File: config.mk
export PLATFORM = sky130hd
export DESIGN_NAME = mem_arbiter
export DESIGN_NICKNAME = d
export VERILOG_FILES = /design/src/rtl/mem_arbiter.sv
export SDC_FILE = /design/constraint.sdc
export NUM_CORES = 1
export LEC_CHECK = 0
export BUFFER_PORTS_ARGS = -buffer_cell sky130_fd_sc_hd__buf_2
export CAP_MARGIN = 40
export CORE_MARGIN = 3
export CORE_UTILIZATION = 29
export CTS_CLUSTER_DIAMETER = 100
export CTS_CLUSTER_SIZE = 14
export DETAILED_ROUTE_END_ITERATION = 6
export PLACE_DENSITY = 0.62
export SYNTH_ARGS = -nofsm -noshare
export SYNTH_HDL_FRONTEND = slang
export SYNTH_SLANG_ARGS = --single-unit
File: constraint.sdc
create_clock -name clk -period 9.8 [get_ports clk]
set_input_delay 0 -clock clk [delete_from_list [all_inputs] [get_ports clk]]
set_output_delay 0 -clock clk [all_outputs]
set_load 0.03 [all_outputs]
File: src/rtl/mem_arbiter.sv
// Three-requester arbiter (DMA, CPU data, CPU fetch) in front of a 4-phase memory interpreter.
// Define MEM_ARB_RR_EN for round-robin arbitration; otherwise fixed priority, lowest index wins.
module mem_arbiter #(
    parameter logic [7:0] TIMEOUT_CYCLES = 8'd200
) (
    input  logic        clk,
    input  logic        rst,
    input  logic [2:0]  rq_ren,
    input  logic [2:0]  rq_wen,
    input  logic [95:0] rq_addr,
    input  logic [95:0] rq_data_i,
    output logic [2:0]  rq_ack,
    output logic [31:0] rq_data_o,
    output logic [31:0] mem_addr,
    output logic [31:0] mem_data_i,
    output logic        mem_ren,
    output logic        mem_wen,
    input  logic        mem_ack,
    input  logic [31:0] mem_data_o,
    output logic [2:0]  grant,
    output logic [2:0]  arb_state,
    output logic        arb_timeout
);

    typedef enum logic [2:0] {
        IDLE    = 3'b001,
        ISSUE   = 3'b010,
        RELEASE = 3'b100
    } state_t;

    state_t      state_q, state_d;
    logic [2:0]  grant_q, grant_d;
    logic [2:0]  rq_ack_q, rq_ack_d;
    logic [31:0] rq_data_q, rq_data_d;
    logic [31:0] mem_addr_q, mem_addr_d;
    logic [31:0] mem_wdata_q, mem_wdata_d;
    logic        mem_ren_q, mem_ren_d;
    logic        mem_wen_q, mem_wen_d;
    logic        timeout_q, timeout_d;
    logic [7:0]  cnt_q, cnt_d;

    logic [2:0]  req_s;
    logic [2:0]  win_s;
    logic [1:0]  win_idx_s;
    logic        owner_busy_s;

    assign req_s        = rq_ren | rq_wen;
    assign win_s        = 3'b001 << win_idx_s;
    assign owner_busy_s = |(req_s & grant_q);

`ifdef MEM_ARB_RR_EN
    logic [1:0] ptr_q, ptr_d;

    function automatic logic [1:0] next_idx(input logic [1:0] idx);
        return (idx >= 2'd2) ? 2'd0 : idx + 2'd1;
    endfunction

    // Round-robin winner: first requester found searching upward from the one after the last grant
    always_comb begin
        logic [1:0] cand;
        logic       found;
        cand      = ptr_q;
        found     = 1'b0;
        win_idx_s = 2'd0;
        for (int k = 0; k < 3; k++) begin
            cand = next_idx(cand);
            if (!found && req_s[cand]) begin
                found     = 1'b1;
                win_idx_s = cand;
            end else begin
                found     = found;
            end
        end
    end

    // Pointer follows the grant; starts at 2 so requester 0 leads after reset
    always_comb begin
        if ((state_q == IDLE) && (req_s != 3'b000)) begin
            ptr_d = win_idx_s;
        end else begin
            ptr_d = ptr_q;
        end
    end

    // Round-robin pointer register
    always_ff @(posedge clk or posedge rst) begin
        if (rst) begin
            ptr_q <= 2'd2;
        end else begin
            ptr_q <= ptr_d;
        end
    end
`else
    // Fixed priority winner: lowest requesting index
    always_comb begin
        if (req_s[0]) begin
            win_idx_s = 2'd0;
        end else if (req_s[1]) begin
            win_idx_s = 2'd1;
        end else begin
            win_idx_s = 2'd2;
        end
    end
`endif

    // Next-state and registered-output computation for the IDLE/ISSUE/RELEASE handshake
    always_comb begin
        state_d     = state_q;
        grant_d     = grant_q;
        rq_ack_d    = rq_ack_q;
        rq_data_d   = rq_data_q;
        mem_addr_d  = mem_addr_q;
        mem_wdata_d = mem_wdata_q;
        mem_ren_d   = mem_ren_q;
        mem_wen_d   = mem_wen_q;
        timeout_d   = 1'b0;
        cnt_d       = cnt_q;
        case (state_q)
            IDLE: begin
                if (req_s != 3'b000) begin
                    state_d     = ISSUE;
                    grant_d     = win_s;
                    mem_addr_d  = rq_addr[{win_idx_s, 5'd0} +: 32];
                    mem_wdata_d = rq_data_i[{win_idx_s, 5'd0} +: 32];
                    // A requester raising both strobes is treated as a read
                    mem_ren_d   = rq_ren[win_idx_s];
                    mem_wen_d   = ~rq_ren[win_idx_s];
                    cnt_d       = 8'd0;
                end else begin
                    state_d     = IDLE;
                end
            end
            ISSUE: begin
                if (mem_ack) begin
                    state_d   = RELEASE;
                    mem_ren_d = 1'b0;
                    mem_wen_d = 1'b0;
                    rq_ack_d  = grant_q;
                    rq_data_d = mem_ren_q ? mem_data_o : 32'd0;
                end else if (cnt_q >= (TIMEOUT_CYCLES - 8'd1)) begin
                    state_d   = RELEASE;
                    mem_ren_d = 1'b0;
                    mem_wen_d = 1'b0;
                    rq_ack_d  = grant_q;
                    rq_data_d = 32'd0;
                    timeout_d = 1'b1;
                end else begin
                    cnt_d     = cnt_q + 8'd1;
                end
            end
            RELEASE: begin
                // Both sides of the 4-phase handshake must be low before the slot is freed
                if (!mem_ack && !owner_busy_s) begin
                    state_d   = IDLE;
                    rq_ack_d  = 3'b000;
                    grant_d   = 3'b000;
                    rq_data_d = 32'd0;
                end else begin
                    state_d   = RELEASE;
                end
            end
            default: begin
                state_d   = IDLE;
                grant_d   = 3'b000;
                rq_ack_d  = 3'b000;
                rq_data_d = 32'd0;
                mem_ren_d = 1'b0;
                mem_wen_d = 1'b0;
            end
        endcase
    end

    // State and output registers
    always_ff @(posedge clk or posedge rst) begin
        if (rst) begin
            state_q     <= IDLE;
            grant_q     <= 3'b000;
            rq_ack_q    <= 3'b000;
            rq_data_q   <= 32'd0;
            mem_addr_q  <= 32'd0;
            mem_wdata_q <= 32'd0;
            mem_ren_q   <= 1'b0;
            mem_wen_q   <= 1'b0;
            timeout_q   <= 1'b0;
            cnt_q       <= 8'd0;
        end else begin
            state_q     <= state_d;
            grant_q     <= grant_d;
            rq_ack_q    <= rq_ack_d;
            rq_data_q   <= rq_data_d;
            mem_addr_q  <= mem_addr_d;
            mem_wdata_q <= mem_wdata_d;
            mem_ren_q   <= mem_ren_d;
            mem_wen_q   <= mem_wen_d;
            timeout_q   <= timeout_d;
            cnt_q       <= cnt_d;
        end
    end

    assign rq_ack      = rq_ack_q;
    assign rq_data_o   = rq_data_q;
    assign mem_addr    = mem_addr_q;
    assign mem_data_i  = mem_wdata_q;
    assign mem_ren     = mem_ren_q;
    assign mem_wen     = mem_wen_q;
    assign grant       = grant_q;
    assign arb_state   = state_q;
    assign arb_timeout = timeout_q;

endmodule

==> summary.txt, run 1 <==
gr usage total = 18.4%
first-pass GRT wire length = 33.0 mm
CTS Root Buffer Type = clkbuf_16
die height = 151 µm
Post-Syn Instances = 622
vias in the first global route = 6,265
CTS sink cnt = 116
Rows = 52
total I/O pin count = 341
Synth Area per Inst = 9.78 µm²
Post-Syn Nets = 856
Die Area = 0.0228 mm²
Post-DP HPWL = 15.4 mm
setup TNS = 0 ns
sequential fraction of the synthesis area = 47.7%
Layout fillers = 1,935
per-cell routed wire length = 17.2 µm
Remaining DRCs = 0
CP Data Required Time = 10.09 ns
DRT antenna net count = 0
iteration count of the initial detailed-routing pass = 5
Post-synth top cells = 115 x dfrtp_1, 76 x nor2_1, 67 x nand3_1, 67 x o21ai_0, 64 x a31oi_1
H-tree Lvls = 4
clk_skew = 0.00695 ns
Synth area leaders = dfrtp_1 47%, mux2_2 11%, a31oi_1 6.6%
synthesized flop and latch total = 116
Pwr Density = 275 mW/mm²
worst-margin pin slew = 0.798 ns
Clock Path Buffers = 2
buffer count from post-CTS setup fixing = 0
CP max FO = 35
max-cap viol count = 0
share of cells above drive strength 1 = 45.4%
First DRT Iteration DRCs = 275
P&R area growth vs syn = 51.1%
Port Buf Inserts = 340
count leader, synth = dfrtp_1
nets = 1,225
Worst-Skew Late Latency = 0.41 ns
worst hold path class = input pin to register
top cell type's share of synthesized area = 47.3%
Die Span X = 151 µm
synth unique cells = 51
asr flop ratio synth = 100%
Hold Fails Final Rpt = 0
final WL = 21.9 mm
CTS resizes = 0
fin crit period = 2.62 ns
Initial Utilization = 29.8%
largest area contributor in the netlist = dfrtp_1
Max Slew Vio Count = 0
f_max = 0.382 GHz
placed instance area = 0.00798 mm²
largest net degree at the start of global routing = 83
Via-to-Cell Ratio = 5.08
Post-synth EDFFs = 0
Period Utilization, post-route = 26.7%
n_diodes = 0
peak supply drop = 0.168 mV
Via Count = 6,478
initial antenna violation count = 1
TritonCTS clock tree = yes
Startpoint Class = register
unrepaired setup endpoints after global routing = false
Worst-path clk slew = 0.06 ns
Core ar. = 0.0204 mm²
CTS Buf Count = 17
grt ovf = 0
crit end category = register
critical path class = register to register
status = finished clean
ys flop type = dfrtp_1
YS warnings = 0
design area = 0.00919 mm²
data arrival time of the critical path = 2.91 ns
Post-CTS Hold Buffers = 62
synthesized area = 0.00608 mm²
GPL Wtd Cong = 0.819
final number of setup-violating endpoints = 0
Rel. slew slack = 46.8%
Leak Pwr = 4.43 nW
worst paths after layout:
kind,from,endpoint,slack [ns],cells past startpoint
setup / recovery,cnt_q[0],rq_ack[0],7.18,6
hold / removal,rq_addr[73],mem_addr[9],0.02,4
setup reg to reg,cnt_q[0],rq_ack[0],7.18,6
hold reg to reg,rq_ack[1],rq_ack[1],0.48,1
max in group asynchronous,rst,mem_data_i[0],8.26,4
min in group asynchronous,rst,mem_data_i[4],0.26,3
state kept, by name, indices dropped and copies added (netlist names):
signal       cells
rq_ack           3
mem_addr        32
mem_data_i      32
grant            3
mem_wen          1
arb_state        3
mem_ren          1
rq_data_o       32
cnt_q            8
arb_timeout      1
logic make-up (layout without fill, tap and decap cells):
family                     count (synthesis)  in the layout  synth area share (%)
and+or+nand+nor                          169            169                  12.9
adders and majority gates                  1              1                 0.206
muxes                                     68             68                  12.5
DFF                                      116            116                  47.7
xor gates and xnor gates                   2              2                 0.288
buffers and inverters                     72            454                  5.51
AOI/OAI and AO/OA                        194            194                  20.8
worst max-delay path: stages (launching register included):
cell and delay (ns):
dfrtp_1 0.40, ha_1 0.25, a2111o_1 0.49, a311oi_4 0.48, a31o_1 0.16, buf_4 0.34
mux2_1 0.36
layout make-up:
cell class / instances / area [µm²] / share of cell area [%]
Multi-Input combinational cell: 434 / 2870 / 31.2
Clock inverter: 10 / 121 / 1.32
Timing Repair Buffer: 412 / 2440 / 26.6
Inverter: 10 / 40.0 / 0.436
Sequential cell: 116 / 2900 / 31.6
Clock buffer: 22 / 474 / 5.16
Tap cell: 270 / 338 / 3.68
stage by stage:
step / power [mW] / setup WS [ns] / util [%] / hold slack (ns) / cells
after CTS: 2.56 / 7.18 / 45.0 / 0.00100 / 1274
after global placement: 1.86 / 7.23 / 38.7 / 0.160 / 1177
after global routing: 2.66 / 7.04 / 45.0 / 0.0204 / 1274
after floorplan: 1.58 / 6.73 / - / 0.0720 / 622
final: 2.52 / 7.18 / 45.0 / 0.0199 / 1274
after detailed placement: 1.90 / 7.22 / 39.0 / 0.159 / 1180
routing by layer:
metal,share of wire (%),up-vias,global-route usage (%)
met1,40,3092,21.5
met5,0.064,-,0
met3,8.8,27,5.95
met4,1.6,2,5.44
li1,-,3046,-
met2,50,311,32.3
cells in the final DEF, fill, tap and decap left out, types with 2 or more instances in the layout:
cell type and n:
clkbuf_1 2, mux2i_1 2, nor3_1 3, or3b_1 2, dfrtp_1 115, a31oi_1 64
nand2b_1 3, nand4_1 2, inv_6 2, nand3_1 67, nand2_1 3, nor2_1 74
clkbuf_8 3, clkinvlp_4 4, clkbuf_16 17, buf_12 2, o21ai_0 67, inv_1 8
buf_2 340, o21a_1 3, dlygate4sd3_1 62, bufinv_16 2, a21oi_1 10, and3_1 3
buf_4 7, nor2_4 2, o2bb2ai_1 3, a22o_1 33, mux2_2 62, or2_2 3
mux2_1 4
power breakdown:
group / switching, mW / internal [mW]
sequential: 0.0976 / 0.652
combinational: 0.711 / 0.442
clock: 0.225 / 0.396
total: 1.03 / 1.49
No activity file was read; power rests on OpenSTA's default activity.
==> run 2, diff against run 1 <==
--- a/config.mk
+++ b/config.mk
@@ -5,6 +5,7 @@
 export SDC_FILE = /design/constraint.sdc
 export NUM_CORES = 1
 export LEC_CHECK = 0
+export ABC_AREA = 1
 export BUFFER_PORTS_ARGS = -buffer_cell sky130_fd_sc_hd__buf_2
 export CAP_MARGIN = 40
 export CORE_MARGIN = 3
==> constraint.sdc (replaced) <==
create_clock -name clk -period 2.47 [get_ports clk]
set_input_delay 0 -clock clk [delete_from_list [all_inputs] [get_ports clk]]
set_output_delay 0 -clock clk [all_outputs]
set_load 0.03 [all_outputs]
==> run 2 against run 1 <==
- clock skew fell by 0.00084 ns
- synthesized cell count rose by 31%
- fmax rose by 12%
- die area barely moved
- worst hold slack improved by 0.070 ns
- clock power rose to 4.0 times the previous value
- sequential cell count did not move
- register-to-register slack got worse by 7.0 ns
- clock-buffer cell count fell by 1
- design area rose by 12%
- final cell count rose by 25%
- critical path type unchanged
- critical endpoint is now mem_addr[30]
==> summary.txt, run 2 <==
Post-DP HPWL = 15.0 mm
critical path class = register to register
fin crit period = 2.33 ns
Hold Fails Final Rpt = 0
count leader, synth = nand2_1
peak supply drop = 0.692 mV
synthesized area = 0.00609 mm²
placed instance area = 0.00797 mm²
YS warnings = 0
Port Buf Inserts = 340
Inst Count DP = 1,392
CTS Root Buffer Type = clkbuf_16
Initial Utilization = 29.8%
GPL Wtd Cong = 0.834
sequential fraction of the synthesis area = 47.7%
Via-to-Cell Ratio = 4.55
Max Slew Vio Count = 0
Simple-Gate Fraction of Synth Area = 37.6%
Layout Cells excl Fill = 1,592
Post-Syn Instances = 817
status = finished clean
grt ovf = 0
CP Data Required Time = 2.81 ns
compound-gate portion of the synthesized area = 7.75%
Via Count = 7,245
Leak Pwr = 5.62 nW
share of cells above drive strength 1 = 30.9%
asr flop ratio synth = 100%
worst hold path class = input pin to register
die height = 151 µm
Die Area = 0.0228 mm²
vias in the first global route = 7,026
TritonCTS clock tree = yes
data arrival time of the critical path = 2.67 ns
largest family of logic cells by synthesized area = simple AND/OR/NAND/NOR gates
n_diodes = 0
First DRT Iteration DRCs = 356
most frequent cells in the layout = 414 x nand2_1, 340 x buf_2, 168 x dlygate4sd3_1, 115 x dfrtp_1, 80 x nand3_1
crit end category = register
post-synthesis xor/xnor area fraction = 0.144%
CTS Buf Count = 17
buffer count from post-CTS setup fixing = 0
commonest non-fill, non-tap cell in the layout = nand2_1
overall power = 10.6 mW
per-cell routed wire length = 14.1 µm
Period Utilization, post-route = 94.5%
synth unique cells = 34
total I/O pin count = 341
first-pass GRT wire length = 34.4 mm
Clock Path Buffers = 2
Rows = 52
H-tree Lvls = 4
Post-Synth Adder-Cell Area = 0.205%
Pwr Density = 1030 mW/mm²
DRT antenna net count = 0
worst-margin pin slew = 0.778 ns
gr usage total = 19.0%
Remaining DRCs = 0
Post-synth EDFFs = 0
Synth area leaders = dfrtp_1 47%, nand2_1 26%, nand3_1 6.6%
Post-Syn Nets = 1,051
Post-synth top cells = 415 x nand2_1, 115 x dfrtp_1, 80 x nand3_1
design area = 0.0103 mm²
largest area contributor in the netlist = dfrtp_1
final WL = 22.5 mm
CTS sink cnt = 116
final number of setup-violating endpoints = 0
Rel. slew slack = 48.2%
Die Span X = 151 µm
nets = 1,543
synthesized flop and latch total = 116
max-cap viol count = 0
P&R area growth vs syn = 68.5%
ys flop type = dfrtp_1
setup TNS = 0 ns
Startpoint Class = register
CP max FO = 30
Worst-path clk slew = 0.06 ns
unrepaired setup endpoints after global routing = false
largest net degree at the start of global routing = 130
mux cell area share after synthesis = 0%
Synth Area per Inst = 7.45 µm²
initial antenna violation count = 0
f_max = 0.429 GHz
iteration count of the initial detailed-routing pass = 5
Core ar. = 0.0204 mm²
Worst-Skew Late Latency = 0.40 ns
top cell type's share of synthesized area = 47.3%
clk_skew = 0.00611 ns
## run 2: cell types whose count changed after synthesis, moves of 10 or more
cell	before	now
nand2_1	3	415
mux2_2	62	0
inv_1	9	20
a31oi_1	64	0
clkbuf_1	45	8
nor2_1	76	39
o211ai_1	1	49
a22o_1	33	0
buf_2	7	18
o21ai_0	67	5
o21ai_1	0	10
buf_4	3	18
nand3_1	67	80
## run 2: cells by family (layout without fill, tap and decap cells)
| family | Yosys count | count (layout) |
|---|---|---|
| compound gates | 68 | 68 |
| xor+xnor | 1 | 1 |
| fa+ha+maj | 1 | 1 |
| buf+inv | 74 | 579 |
| flops | 116 | 116 |
| simple gates | 557 | 557 |
## run 2: final timing paths
check	start	to	slack (ns)	cells after the start
worst max-delay path	arb_state[0]	mem_addr[30]	0.14	10
worst min-delay path	rq_ren[1]	mem_wen	0.09	6
worst max register to register	arb_state[0]	mem_addr[30]	0.14	10
worst min register to register	rq_data_o[19]	rq_data_o[19]	0.47	2
max in group asynchronous	rst	mem_data_i[20]	1.51	4
min in group asynchronous	rst	rq_data_o[4]	0.42	4
## run 2: repair_timing
item / in CTS / in global routing
hold endpoints to repair: 215 / 0
resized for setup: 0 / 1
hold buffers: 168 / 0
setup endpoints to repair: 0 / 3
## run 2: layout make-up
type                       instances  area (µm²)
timing repair buffer             521        3510
clock inverter                    11         126
multi-input combinational        627        2800
inverter                          26         105
tap                              270         338
sequential                       116        2900
fill                            1960       10200
clock buffer                      21         480
## run 2: critical path, stage by stage, from the launching register on
cell,delay [ns]
dfstp_2,0.54
inv_2,0.05
nor2_2,0.11
nand2_4,0.12
clkinv_2,0.09
nand2_2,0.08
inv_4,0.25
buf_12,0.23
o211ai_1,0.11
dlygate4sd3_1,0.59
nand2_1,0.07
## run 2: where the power goes
part,leakage [nW],switching [mW],internal (mW)
combinational,3.83,3.24,1.94
clock,0.287,0.900,1.59
sequential,1.51,0.342,2.54
## run 2: layer usage
metal	wire (µm)	part of all wire (%)	vias to the layer above	track usage (%)
met3	1230	5.4	38	3.50
li1	-	-	3621	-
met4	473	2.1	0	6.62
met5	0	0	-	0
met1	9330	41	3346	23.0
met2	11500	51	240	33.7
## run 2: through the flow
step           utilization [%]  hold slack [ns]  worst slack [ns]
2_1_floorplan                -           0.0735             0.882
4_1_cts                   50.2           0.0626             0.147
5_1_grt                   50.2            0.140           0.00277
3_5_place_dp              39.0            0.207             0.672
6_report                  50.2           0.0896             0.137
3_3_place_gp              39.0            0.201             0.727
==> run 3, diff against run 2 <==
--- a/config.mk
+++ b/config.mk
@@ -8,11 +8,13 @@
 export ABC_AREA = 1
 export BUFFER_PORTS_ARGS = -buffer_cell sky130_fd_sc_hd__buf_2
 export CAP_MARGIN = 40
+export CORE_ASPECT_RATIO = 2
 export CORE_MARGIN = 3
 export CORE_UTILIZATION = 29
 export CTS_CLUSTER_DIAMETER = 100
 export CTS_CLUSTER_SIZE = 14
 export DETAILED_ROUTE_END_ITERATION = 6
+export GPL_TIMING_DRIVEN = 0
 export PLACE_DENSITY = 0.62
 export SYNTH_ARGS = -nofsm -noshare
 export SYNTH_HDL_FRONTEND = slang
==> run 3 against run 2 <==
- critical path depth did not move
- fmax rose by 3.5%
- total power rose by 4.1%
- critical path type unchanged
- non-clock buffer count rose by 38
- worst hold slack got worse by 0.022 ns
- clock skew rose by 0.0038 ns
- clock-buffer cell count rose by 1
==> summary.txt, run 3 (same netlist as run 2, synthesis figures left out) <==
Pwr Density = 1050 mW/mm²
worst-margin pin slew = 0.499 ns
r2r setup slk = 0.22 ns
commonest non-fill, non-tap cell in the layout = nand2_1
initial antenna violation count = 2
Layout Cells excl Fill = 1,628
Core ar. = 0.0206 mm²
peak supply drop = 0.622 mV
worst hold path class = input pin to register
unrepaired setup endpoints after global routing = false
Port Buf Inserts = 340
WP depth = 10
Hold Fails Final Rpt = 0
CP startpoint = arb_state[0]
Worst path slowest cell = dlygate4sd3_1
critical path's largest stage delay = 0.59 ns
critical path cell sequence = inv_2 > nor2_2 > nand2_4 > clkinv_2 > nand2_2 > inv_4 > buf_4 > o211ai_1 > dlygate4sd3_1 > nand2_1
Rel. slew slack = 66.7%
Initial Utilization = 29.6%
gr usage total = 21.2%
first-pass GRT wire length = 37.6 mm
r2r worst-path depth = 10
CP Data Required Time = 2.82 ns
critical path's top delay family = buffers and inverters
status = finished clean
die height = 211 µm
Leak Pwr = 5.76 nW
crit end category = register
fin crit period = 2.25 ns
nets = 1,581
met3 usage in global routing = 4.13%
critical path class = register to register
met1 usage = 22.8%
setup TNS = 0 ns
H-tree Lvls = 4
WP buf/inv = 5
Startpoint Class = register
clk_skew = 0.00993 ns
DRT antenna net count = 0
WHS Path Cells = 6
final WL = 24.9 mm
iteration count of the initial detailed-routing pass = 5
TritonCTS clock tree = yes
Rows = 74
Period Utilization, post-route = 91.3%
Via Count = 7,600
r2r startpoint = arb_state[0]
Via-to-Cell Ratio = 4.67
CTS Buf Count = 17
max-cap viol count = 0
First DRT Iteration DRCs = 438
Hold Path End = mem_wen
P&R area growth vs syn = 72.5%
GRT busiest layer = met2
Worst-path clk slew = 0.06 ns
GPL Wtd Cong = 0.904
largest net degree at the start of global routing = 38
Post-DP HPWL = 18.1 mm
Die Area = 0.0229 mm²
share of cells above drive strength 1 = 31.9%
reg-to-reg endpoint = mem_addr[24]
Max Slew Vio Count = 0
routing usage on met2 = 37.3%
Clock Path Buffers = 2
vias in the first global route = 7,579
f_max = 0.444 GHz
per-cell routed wire length = 15.3 µm
Die Span X = 108 µm
data arrival time of the critical path = 2.60 ns
Remaining DRCs = 0
grt ovf = 0
Inst Count DP = 1,426
CTS Root Buffer Type = clkbuf_16
most frequent cells in the layout = 415 x nand2_1, 358 x buf_2, 168 x dlygate4sd3_1, 115 x dfrtp_1, 80 x nand3_1
Worst-Skew Late Latency = 0.42 ns
min-delay src = rq_ren[1]
CTS sink cnt = 116
final number of setup-violating endpoints = 0
CP max FO = 10
total I/O pin count = 341
==> run 3: where the power goes <==
part | leakage (nW) | switching (mW) | internal [mW]
registers | 1.51 | 0.346 | 2.54
logic | 3.95 | 3.36 | 2.12
clock network | 0.306 | 0.874 | 1.76
total | 5.76 | 4.58 | 6.42
==> run 3: tightest hold or removal path, cell delays in order <==
cell      delay (ns)
buf_2           0.10
o21bai_1        0.07
nand2_1         0.07
a21oi_1         0.07
nand3_1         0.08
nand2_1         0.05
==> run 3: repair_timing <==
action	in CTS	in global routing
hold endpoints to repair	216	0
hold buffers	168	0
setup buffers	0	0
gates resized for setup	0	0
==> run 3: metrics by stage <==
| stage | total power, mW | util, % | setup WS (ns) | hold WS, ns | area, µm² |
|---|---|---|---|---|---|
| 3_3_place_gp | 7.51 | 39.5 | 0.168 | 0.200 | 8130 |
| 3_5_place_dp | 7.57 | 39.8 | 0.688 | 0.00469 | 8190 |
| 6_report | 11.0 | 51.1 | 0.215 | 0.0672 | 10500 |
| 2_1_floorplan | 6.01 | - | 0.882 | 0.0735 | 6090 |
| 5_1_grt | 11.7 | 51.1 | 0.0911 | 0.116 | 10500 |
| 4_1_cts | 11.1 | 51.1 | 0.246 | 0.0493 | 10500 |
==> run 3: cell type report <==
| class | count | area (µm²) |
|---|---|---|
| diodes | 3 | 7.51 |
| flip-flops and latches | 116 | 2900 |
| well taps | 266 | 333 |
| inverters | 26 | 105 |
| repair buffers | 511 | 3440 |
| multi-input cells | 627 | 2780 |
| clock inverters | 9 | 151 |
| fillers | 2049 | 10100 |
| plain buffers | 48 | 300 |
| clock buffers | 22 | 474 |
==> run 3: layer usage <==
layer / wire length [µm] / share of wire, %
met3: 1330 / 5.3
met1: 9290 / 37
met5: 0 / 0
met4: 1340 / 5.4
met2: 13000 / 52
==> run 3: worst max-delay path by stage <==
stage,end
after floorplan,rq_data_o[10]
after global placement,mem_data_i[29]
after detailed placement,cnt_q[4]
after CTS,mem_addr[4]
after global routing,mem_data_i[23]
final,mem_addr[24]
